--- config.mk ---
export PLATFORM = sky130hd
export DESIGN_NAME = instr_encoder_loader_flat
export DESIGN_NICKNAME = d
export VERILOG_FILES = /design/src/rtl/instr_encoder_loader_if.sv /design/src/rtl/instr_encoder_loader.sv /design/src/flat_wrapper.sv
export SDC_FILE = /design/constraint.sdc
export NUM_CORES = 1
export LEC_CHECK = 0
export ABC_AREA = 1
export CORE_MARGIN = 2
export CORE_UTILIZATION = 39
export DETAILED_ROUTE_END_ITERATION = 8
export PLACE_DENSITY = 0.76
export SLEW_MARGIN = 20
export SYNTH_ARGS = -nofsm -noshare
export SYNTH_HDL_FRONTEND = slang
export SYNTH_SLANG_ARGS = --single-unit
--- constraint.sdc ---
create_clock -name clk -period 1.4 [get_ports clk]
set_input_delay 0.14 -clock clk [delete_from_list [all_inputs] [get_ports clk]]
set_output_delay 0.14 -clock clk [all_outputs]
set_load 0.01 [all_outputs]
--- src/rtl/instr_encoder_loader_if.sv ---
//------------------------------------------------------------------------------
// instr_encoder_loader_if : field-bundle handshake, imem write port and status
// Revision: 1.0
//------------------------------------------------------------------------------
`default_nettype none

interface instr_encoder_loader_if #(
  parameter int ADDR_W = 8
);
  logic              clear;
  logic              in_valid;
  logic              in_ready;
  logic [2:0]        fmt;
  logic [4:0]        rd;
  logic [4:0]        rs1;
  logic [4:0]        rs2;
  logic [2:0]        funct3;
  logic [6:0]        funct7;
  logic [20:0]       imm;
  logic              imem_we;
  logic [ADDR_W-1:0] imem_addr;
  logic [31:0]       imem_wdata;
  logic [ADDR_W:0]   count;
  logic              done;
  logic              err;

  modport master (
    output clear, in_valid, fmt, rd, rs1, rs2, funct3, funct7, imm,
    input  in_ready, imem_we, imem_addr, imem_wdata, count, done, err
  );

  modport slave (
    input  clear, in_valid, fmt, rd, rs1, rs2, funct3, funct7, imm,
    output in_ready, imem_we, imem_addr, imem_wdata, count, done, err
  );
endinterface

`default_nettype wire

--- src/rtl/instr_encoder_loader.sv ---
//------------------------------------------------------------------------------
// instr_encoder_loader : assembles RV32I words from decoded fields and writes
//                        them sequentially into instruction memory from word 0
// Revision: 1.0
//------------------------------------------------------------------------------
`default_nettype none

module instr_encoder_loader #(
  parameter int ADDR_W = 8,
  parameter int DEPTH  = 256
) (
  input  wire logic             clk,
  input  wire logic             rst,
  instr_encoder_loader_if.slave bus
);

  typedef enum logic [1:0] {
    S_IDLE  = 2'd0,
    S_WRITE = 2'd1,
    S_DONE  = 2'd2
  } state_t;

  localparam logic [2:0] c_fmt_r    = 3'd0;
  localparam logic [2:0] c_fmt_i    = 3'd1;
  localparam logic [2:0] c_fmt_s    = 3'd2;
  localparam logic [2:0] c_fmt_l    = 3'd3;
  localparam logic [2:0] c_fmt_b    = 3'd4;
  localparam logic [2:0] c_fmt_jal  = 3'd5;
  localparam logic [2:0] c_fmt_jalr = 3'd6;
  localparam logic [2:0] c_fmt_halt = 3'd7;

  localparam logic [ADDR_W:0] c_depth = (ADDR_W+1)'(DEPTH);

  state_t            state_q, state_d;
  logic [ADDR_W-1:0] addr_q,  addr_d;
  logic [ADDR_W:0]   count_q, count_d;
  logic [31:0]       wdata_q, wdata_d;
  logic              halt_q,  halt_d;
  logic              err_q,   err_d;
  logic [ADDR_W:0]   w_count_inc;
  logic              w_misaligned;

  // Fields a format does not use are forced to zero; imm[0] is never encoded for B/JAL.
  function automatic logic [31:0] encode(
    input logic [2:0]  f,
    input logic [4:0]  rd,
    input logic [4:0]  rs1,
    input logic [4:0]  rs2,
    input logic [2:0]  f3,
    input logic [6:0]  f7,
    input logic [20:0] imm
  );
    logic [31:0] w;
    w = 32'h0;
    case (f)
      c_fmt_r:    w = {f7, rs2, rs1, f3, rd, 7'b0110011};
      c_fmt_i:    w = {imm[11:0], rs1, f3, rd, 7'b0010011};
      c_fmt_s:    w = {imm[11:5], rs2, rs1, f3, imm[4:0], 7'b0100011};
      c_fmt_l:    w = {imm[11:0], rs1, f3, rd, 7'b0000011};
      c_fmt_b:    w = {imm[12], imm[10:5], rs2, rs1, f3, imm[4:1], imm[11], 7'b1100011};
      c_fmt_jal:  w = {imm[20], imm[10:1], imm[11], imm[19:12], rd, 7'b1101111};
      c_fmt_jalr: w = {imm[11:0], rs1, 3'b000, rd, 7'b1100111};
      default:    w = 32'h0000007F;
    endcase
    return w;
  endfunction

  assign w_count_inc  = count_q + 1'b1;
  assign w_misaligned = ((bus.fmt == c_fmt_b) || (bus.fmt == c_fmt_jal)) && bus.imm[0];

  always_comb begin
    state_d = state_q;
    addr_d  = addr_q;
    count_d = count_q;
    wdata_d = wdata_q;
    halt_d  = halt_q;
    err_d   = err_q;
    if (bus.clear) begin
      state_d = S_IDLE;
      addr_d  = '0;
      count_d = '0;
      halt_d  = 1'b0;
      err_d   = 1'b0;
    end else begin
      unique case (state_q)
        S_IDLE: begin
          if (bus.in_valid) begin
            wdata_d = encode(bus.fmt, bus.rd, bus.rs1, bus.rs2,
                             bus.funct3, bus.funct7, bus.imm);
            halt_d  = (bus.fmt == c_fmt_halt);
            err_d   = err_q | w_misaligned;
            state_d = S_WRITE;
          end
        end
        S_WRITE: begin
          count_d = w_count_inc;
          addr_d  = addr_q + 1'b1;
          if (halt_q) begin
            state_d = S_DONE;
          end else if (w_count_inc == c_depth) begin
            state_d = S_DONE;
            err_d   = 1'b1;
          end else begin
            state_d = S_IDLE;
          end
        end
        S_DONE:  state_d = S_DONE;
        default: state_d = S_IDLE;
      endcase
    end
  end

  always_ff @(posedge clk or posedge rst) begin
    if (rst) begin
      state_q <= S_IDLE;
      addr_q  <= '0;
      count_q <= '0;
      wdata_q <= '0;
      halt_q  <= 1'b0;
      err_q   <= 1'b0;
    end else begin
      state_q <= state_d;
      addr_q  <= addr_d;
      count_q <= count_d;
      wdata_q <= wdata_d;
      halt_q  <= halt_d;
      err_q   <= err_d;
    end
  end

  // Strobe is decoded from state so reset kills it at once; clear abandons it.
  assign bus.in_ready   = (state_q == S_IDLE) && !rst;
  assign bus.imem_we    = (state_q == S_WRITE) && !bus.clear;
  assign bus.imem_addr  = addr_q;
  assign bus.imem_wdata = wdata_q;
  assign bus.count      = count_q;
  assign bus.done       = (state_q == S_DONE);
  assign bus.err        = err_q;

endmodule

`default_nettype wire
--- src/flat_wrapper.sv ---
// flat-port wrapper written by rule: the top's interface ports become plain ports
module instr_encoder_loader_flat 
#(
  parameter int ADDR_W = 8,
  parameter int DEPTH  = 256
)
  (clk, rst, bus_clear, bus_in_valid, bus_fmt, bus_rd, bus_rs1, bus_rs2, bus_funct3, bus_funct7, bus_imm, bus_in_ready, bus_imem_we, bus_imem_addr, bus_imem_wdata, bus_count, bus_done, bus_err);
  instr_encoder_loader_if #(.ADDR_W(ADDR_W)) bus_i ();
  input  wire logic clk;
  input  wire logic rst;
  input wire logic [$bits(bus_i.clear)-1:0] bus_clear;
  input wire logic [$bits(bus_i.in_valid)-1:0] bus_in_valid;
  input wire logic [$bits(bus_i.fmt)-1:0] bus_fmt;
  input wire logic [$bits(bus_i.rd)-1:0] bus_rd;
  input wire logic [$bits(bus_i.rs1)-1:0] bus_rs1;
  input wire logic [$bits(bus_i.rs2)-1:0] bus_rs2;
  input wire logic [$bits(bus_i.funct3)-1:0] bus_funct3;
  input wire logic [$bits(bus_i.funct7)-1:0] bus_funct7;
  input wire logic [$bits(bus_i.imm)-1:0] bus_imm;
  output wire logic [$bits(bus_i.in_ready)-1:0] bus_in_ready;
  output wire logic [$bits(bus_i.imem_we)-1:0] bus_imem_we;
  output wire logic [$bits(bus_i.imem_addr)-1:0] bus_imem_addr;
  output wire logic [$bits(bus_i.imem_wdata)-1:0] bus_imem_wdata;
  output wire logic [$bits(bus_i.count)-1:0] bus_count;
  output wire logic [$bits(bus_i.done)-1:0] bus_done;
  output wire logic [$bits(bus_i.err)-1:0] bus_err;
  assign bus_i.clear = bus_clear;
  assign bus_i.in_valid = bus_in_valid;
  assign bus_i.fmt = bus_fmt;
  assign bus_i.rd = bus_rd;
  assign bus_i.rs1 = bus_rs1;
  assign bus_i.rs2 = bus_rs2;
  assign bus_i.funct3 = bus_funct3;
  assign bus_i.funct7 = bus_funct7;
  assign bus_i.imm = bus_imm;
  assign bus_in_ready = bus_i.in_ready;
  assign bus_imem_we = bus_i.imem_we;
  assign bus_imem_addr = bus_i.imem_addr;
  assign bus_imem_wdata = bus_i.imem_wdata;
  assign bus_count = bus_i.count;
  assign bus_done = bus_i.done;
  assign bus_err = bus_i.err;
  instr_encoder_loader #(.ADDR_W(ADDR_W), .DEPTH(DEPTH)) u_core (.clk(clk), .rst(rst), .bus(bus_i));
endmodule
## Word-level counts from Yosys, hierarchy flattened

Cells that the tools add are included.

| cells by class | value |
|---|---|
| mux-type cells | 18 |
| reductions and logical operators | 15 |
| add/sub/neg operators | 2 |
| equality and inequality tests | 13 |
| bitwise operators | 2 |

Operators by type and width:

| kind | count |
|---|---|
| $pmux 32 s7 | 1 |
| $mux 9 | 2 |
| $mux 8 | 2 |
| $eq 3x3->1 const B | 4 |
| $add 9x1->9 const B | 1 |
| $eq 9x9->1 const B | 1 |
| $add 8x1->8 const B | 1 |
| $mux 2 | 4 |
| $mux 1 | 7 |
| $eq 3x2->1 const B | 2 |
| $ne 3x3->1 const B | 2 |
| $pmux 2 s3 | 1 |
| $reduce_bool 2->1 | 3 |
| $reduce_and 4->1 | 1 |
| $eq 3x1->1 const B | 1 |
| $logic_and 1x1->1 | 3 |
| $logic_not 3->1 | 1 |
| $ne 3x2->1 const B | 1 |
| $reduce_and 3->1 | 1 |
| $reduce_bool 3->1 | 1 |
| $eq 2x1->1 const B | 1 |
| $eq 2x2->1 const B | 1 |
| $logic_not 1->1 | 2 |
| $logic_not 2->1 | 1 |
| 5 further kinds | 5 |

| storage, ports and cells | value |
|---|---|
| output and inout port bits | 53 |
| word-level logic and storage cells | 56 |
| bits of input ports | 53 |
| bits in registers | 53 |

## Logic depth before layout (Yosys ltp)

Gate-level depths: netlist of run 1.

| logic depth | value |
|---|---|
| depth after elaboration | 7 |
| depth in mapped cells | 12 |
| gate-level depth less buffers | 12 |

## Worst setup path before layout of run 1

Ideal clock, no wire load.

| path | value |
|---|---|
| path type | flip-flop to flip-flop |
| start point | register u_core.count_q[0], in the netlist u_core.bus.count[0] |
| end point | register u_core.err_q, in the netlist u_core.bus.err |
| cell stages (with the launch flop) | 10 |
| slack | -144 ps |
| clock period less this slack | 1544 ps |
| library setup time | 117 ps |
| data arrival time | 1427 ps |
| data required time | 1283 ps |
| path through | dfrtp_1 ha_1 nand3_1 xor2_1 nor2_1 nand4_1 nand2_1 nand2_1 nand2_1 nand2_1 |

| between the ends | value |
|---|---|
| cells in the longest elaborated chain, start to end | 4 |

Ends and longest elaborated chain:

| what | line | RTL |
|---|---|---|
| start, declared | instr_encoder_loader.sv:36 | `logic [ADDR_W:0] count_q, count_d;` |
| start signal, assigned | instr_encoder_loader.sv:124 | `count_q <= count_d;` |
| $add 9x1->9 | instr_encoder_loader.sv:68 | `assign w_count_inc = count_q + 1'b1;` |
| $eq 9x9->1 | instr_encoder_loader.sv:100 | `end else if (w_count_inc == c_depth) begin` |
| $ne 3x2->1 (no line) | -- |  |
| $reduce_and 4->1 (no line) | -- |  |
| end signal, assigned | instr_encoder_loader.sv:127 | `err_q <= err_d;` |
| end, declared | instr_encoder_loader.sv:39 | `logic err_q, err_d;` |

Every way passes these cells.
A chain may end at the register's enable or synchronous reset.

## Worst setup path in the final report of run 1

| path | value |
|---|---|
| start point | register u_core.count_q[1], in the netlist u_core.bus.count[1] |
| end point | register u_core.err_q, in the netlist u_core.bus.err |

Same word-level chain as after synthesis.

==> results of run 1 <==
==> per-layer routing <==
layer | vias to the layer above | GRT usage [%] | wire (um)
met5 | - | 0 | 0
met4 | 0 | 5.315 | 174
met3 | 15 | 7.299 | 740
met2 | 127 | 37.89 | 4306
met1 | 1420 | 26.44 | 3358
li1 | 1473 | - | -
==> repair_timing <==
action,in CTS,in global routing
gates cloned,0,4
pin swaps,0,15
endpoints found under the setup margin,26,52
hold buffers,0,0
setup buffers,8,5
gates resized for setup,30,71
==> logic make-up (layout without fill, tap and decap cells) <==
family,count (synthesis),in the layout,share of synthesized area (%)
and+or+nand+nor,169,169,25.97
xor gates and xnor gates,1,1,0.3247
adders and majority gates,3,3,1.392
DFF,52,52,48.24
buffers and inverters,47,207,6.957
AOI/OAI and AO/OA,85,85,17.11
==> path summary, 6_finish.rpt <==
path | depth (start not counted) | endpoint | from | slack (ns)
worst min register to register | 2 | u_core.bus.imem_wdata[19] | u_core.bus.imem_wdata[19] | 0.49
worst max-delay path | 10 | u_core.bus.err | u_core.bus.count[1] | -0.14
min in group asynchronous | 3 | u_core.bus.imem_wdata[14] | rst | 0.25
worst max register to register | 10 | u_core.bus.err | u_core.bus.count[1] | -0.14
max in group asynchronous | 4 | u_core.bus.imem_wdata[23] | rst | 0.73
worst min-delay path | 2 | u_core.bus.imem_wdata[5] | bus_fmt[0] | 0.21
==> layout by cell type, fill, tap and decap left out, types with 2 or more instances in the layout <==
| cell | Yosys | final |
|---|---|---|
| dfrtp_2 | 0 | 4 |
| o22ai_1 | 4 | 4 |
| a21oi_1 | 18 | 9 |
| clkdlybuf4s50_1 | 0 | 67 |
| inv_1 | 32 | 30 |
| nand2_4 | 0 | 3 |
| nand3_1 | 13 | 11 |
| a21o_1 | 10 | 10 |
| nor2_1 | 22 | 16 |
| o21ai_1 | 3 | 6 |
| nor2_4 | 0 | 4 |
| o21ai_2 | 0 | 3 |
| a21oi_2 | 0 | 9 |
| buf_6 | 0 | 5 |
| inv_2 | 6 | 6 |
| dfrtp_1 | 52 | 48 |
| nand2_2 | 1 | 2 |
| dlygate4sd2_1 | 0 | 13 |
| clkbuf_8 | 0 | 7 |
| nand4_1 | 3 | 3 |
| nor2_2 | 4 | 6 |
| dlymetal6s2s_1 | 0 | 22 |
| nand3_2 | 1 | 2 |
| o21ai_0 | 47 | 41 |
| buf_12 | 0 | 4 |
| nand2_1 | 120 | 116 |
| ha_1 | 3 | 2 |
| buf_4 | 2 | 45 |
| buf_2 | 3 | 4 |
==> critical path, cell delays in order (launching register included) <==
cell	delay, ns
dfrtp_2	0.41
ha_4	0.17
nand3_2	0.11
o21ai_1	0.14
nand2_1	0.09
nor2_2	0.13
nand4_1	0.09
nand2_1	0.10
nand2_1	0.07
nand2_1	0.06
nand2_1	0.05
==> state kept, by name, summed over array words and instances, names as in the netlist <==
register,cells
u_core.halt_q,1
u_core.bus.count,9
u_core.bus.imem_addr,8
u_core.state_q,2
u_core.bus.imem_wdata,31
u_core.bus.err,1
==> power by group through the flow <==
stage / sequential (uW) / clock, uW / combinational, uW
after floorplan: 1850 / 0 / 297
after global placement: 1780 / 0 / 1020
after detailed placement: 1780 / 0 / 1030
after CTS: 1760 / 975 / 1020
after global routing: 1780 / 1020 / 1160
final: 1760 / 962 / 1060
==> metrics by stage <==
stage / instances / setup WS (ns) / total power (uW) / instance area [sq um] / setup TNS [ns]
after detailed placement: 572 / -0.3196 / 2818 / 4155 / -6.532
after floorplan: 357 / -0.06954 / 2145 / 2706 / -0.08578
final: 597 / -0.1381 / 3783 / 4604 / -0.3694
after CTS: 588 / -0.09436 / 3759 / 4335 / -0.1739
after global routing: 597 / -0.2550 / 3955 / 4604 / -1.341
after global placement: 572 / -0.2807 / 2800 / 4155 / -5.798
==> final cells by class <==
class,count,area [sq um]
fill,556,2152
timing repair buffer,161,1579
multi-input combinational,258,1365
sequential,52,1306
inverter,38,153.9
clock buffer,8,100.1
tap,80,100.1
==> key figures, run 1 <==
CTS
  – CTS max path bufs: 2
  – Clock slew at reported path FFs: 0.10 ns
  – CTS tree: done
  – Worst-Skew Late Latency: 0.32 ns
  – H-tree depth: 2
  – Clock root cell: clkbuf_8
  – CTS Buf Count: 5
  – Clk sinks: 52

Timing
  – Worst-Margin Slew: 0.3640 ns
  – Slew Limit Fails: 0
  – Clock Skew: 0.01370 ns
  – Worst hold slack: 0.2053 ns
  – Final worst setup slack: -0.1381 ns
  – Final setup viols: 10
  – Period utilization: 109.9%
  – Tmin final: 1.538 ns
  – Fmax: 650.1 MHz
  – RSZ-0062 raised after global routing: yes
  – Relative max-transition margin: 75.68%
  – Final hold violations: 0

Die
  – DIE HEIGHT: 87.17 um
  – Die ar.: 0.007598 sq mm
  – Die W: 87.17 um
  – I/O pins: 106
  – Starting density of the core: 39.93%
  – # rows: 30
  – Core ar.: 0.006756 sq mm

Final layout
  – Share of cells above drive strength 1: 21.86%
  – Final core utilization: 68.15%
  – Layout area overhead: 70.69%
  – ANT cells: 0
  – # nets final: 572

Drt
  – Wire per inst: 14.37 um
  – Via Count: 3035
  – DR pass1 iterations: 4
  – Drt initial violations: 109
  – Antenna Nets Post-Route: 0
  – DRC: 0
  – Via density: 5.084
  – WL final: 8579 um

Global route
  – Pin count of the biggest net entering global routing: 21
  – GR Util All Layers: 21.93%
  – Gr ovfl total: 0
  – Initial antenna violation count: 0
  – First-pass GRT wire length: 13120 um
  – Vias in the first global route: 2919

Power
  – Logic gate share of total power: 28.1%
  – Net Sw Power: 1088 uW
  – Clock Power Share: 25.4%
  – Max IR drop VDD: 460.1 uV
  – Sequential share of power: 46.5%
  – Pleak: 0.002471 uW
  – Sw Share: 28.76%
  – Int Power: 2695 uW
  – Power Density: 821.5 mW/mm^2

Synth
  – Syn Area/Cell: 7.556 sq um
  – Post-synth top cells: nand2_1, dfrtp_1, o21ai_0
  – Sequential area share after synthesis: 48.24%
  – Netlist Area Pre-Place: 0.002698 sq mm
  – Synth unique cells: 27
  – Synth warn: 0
  – Number of synthesized flops with an enable pin: 0
  – Synth top area share: 48.24%
  – Most common cell in the netlist: nand2_1
  – #FFs+latches synth: 52
  – Synthesized Nets: 413
  – Area contributors post-synth: dfrtp_1, nand2_1, o21ai_0
  – Cell taking the most area after synthesis: dfrtp_1
  – Async SR Flop Fraction: 100.0%
  – Synthesized instance count: 357
  – Synth Flop Type: dfrtp_1

Critical path
  – Startpoint Class: flip-flop
  – CP Class: reg -> reg
  – Arr. time, crit path: 1.74 ns
  – Worst setup EP type: flip-flop
  – Worst EP required: 1.60 ns
  – Max FO, Critical Path: 4

Outcome
  – Status: finished with violations
  – Failing checks: setup timing

Place
  – Post-DP HPWL: 6243 um
  – IO buf count: 105
  – Placer Congestion: 0.8302

Hold path
  – Hold WC Path Type: in -> reg

Flow run
  – Number of max-cap violations: 0
No activity file was read; power rests on OpenSTA's default activity.
==> inputs of run 2 (changes only) <==
- CAP_MARGIN: unset -> 20
- CTS_CLUSTER_SIZE: unset -> 12
- SLEW_MARGIN: 20 -> unset
==> results of run 2 <==
Final layout, timing and power as in run 1 (identical DEF).
==> inputs of run 3 (changes only) <==
- CTS_CLUSTER_DIAMETER: unset -> 150
==> results of run 3 <==
Final layout, timing and power as in run 1 (identical DEF).
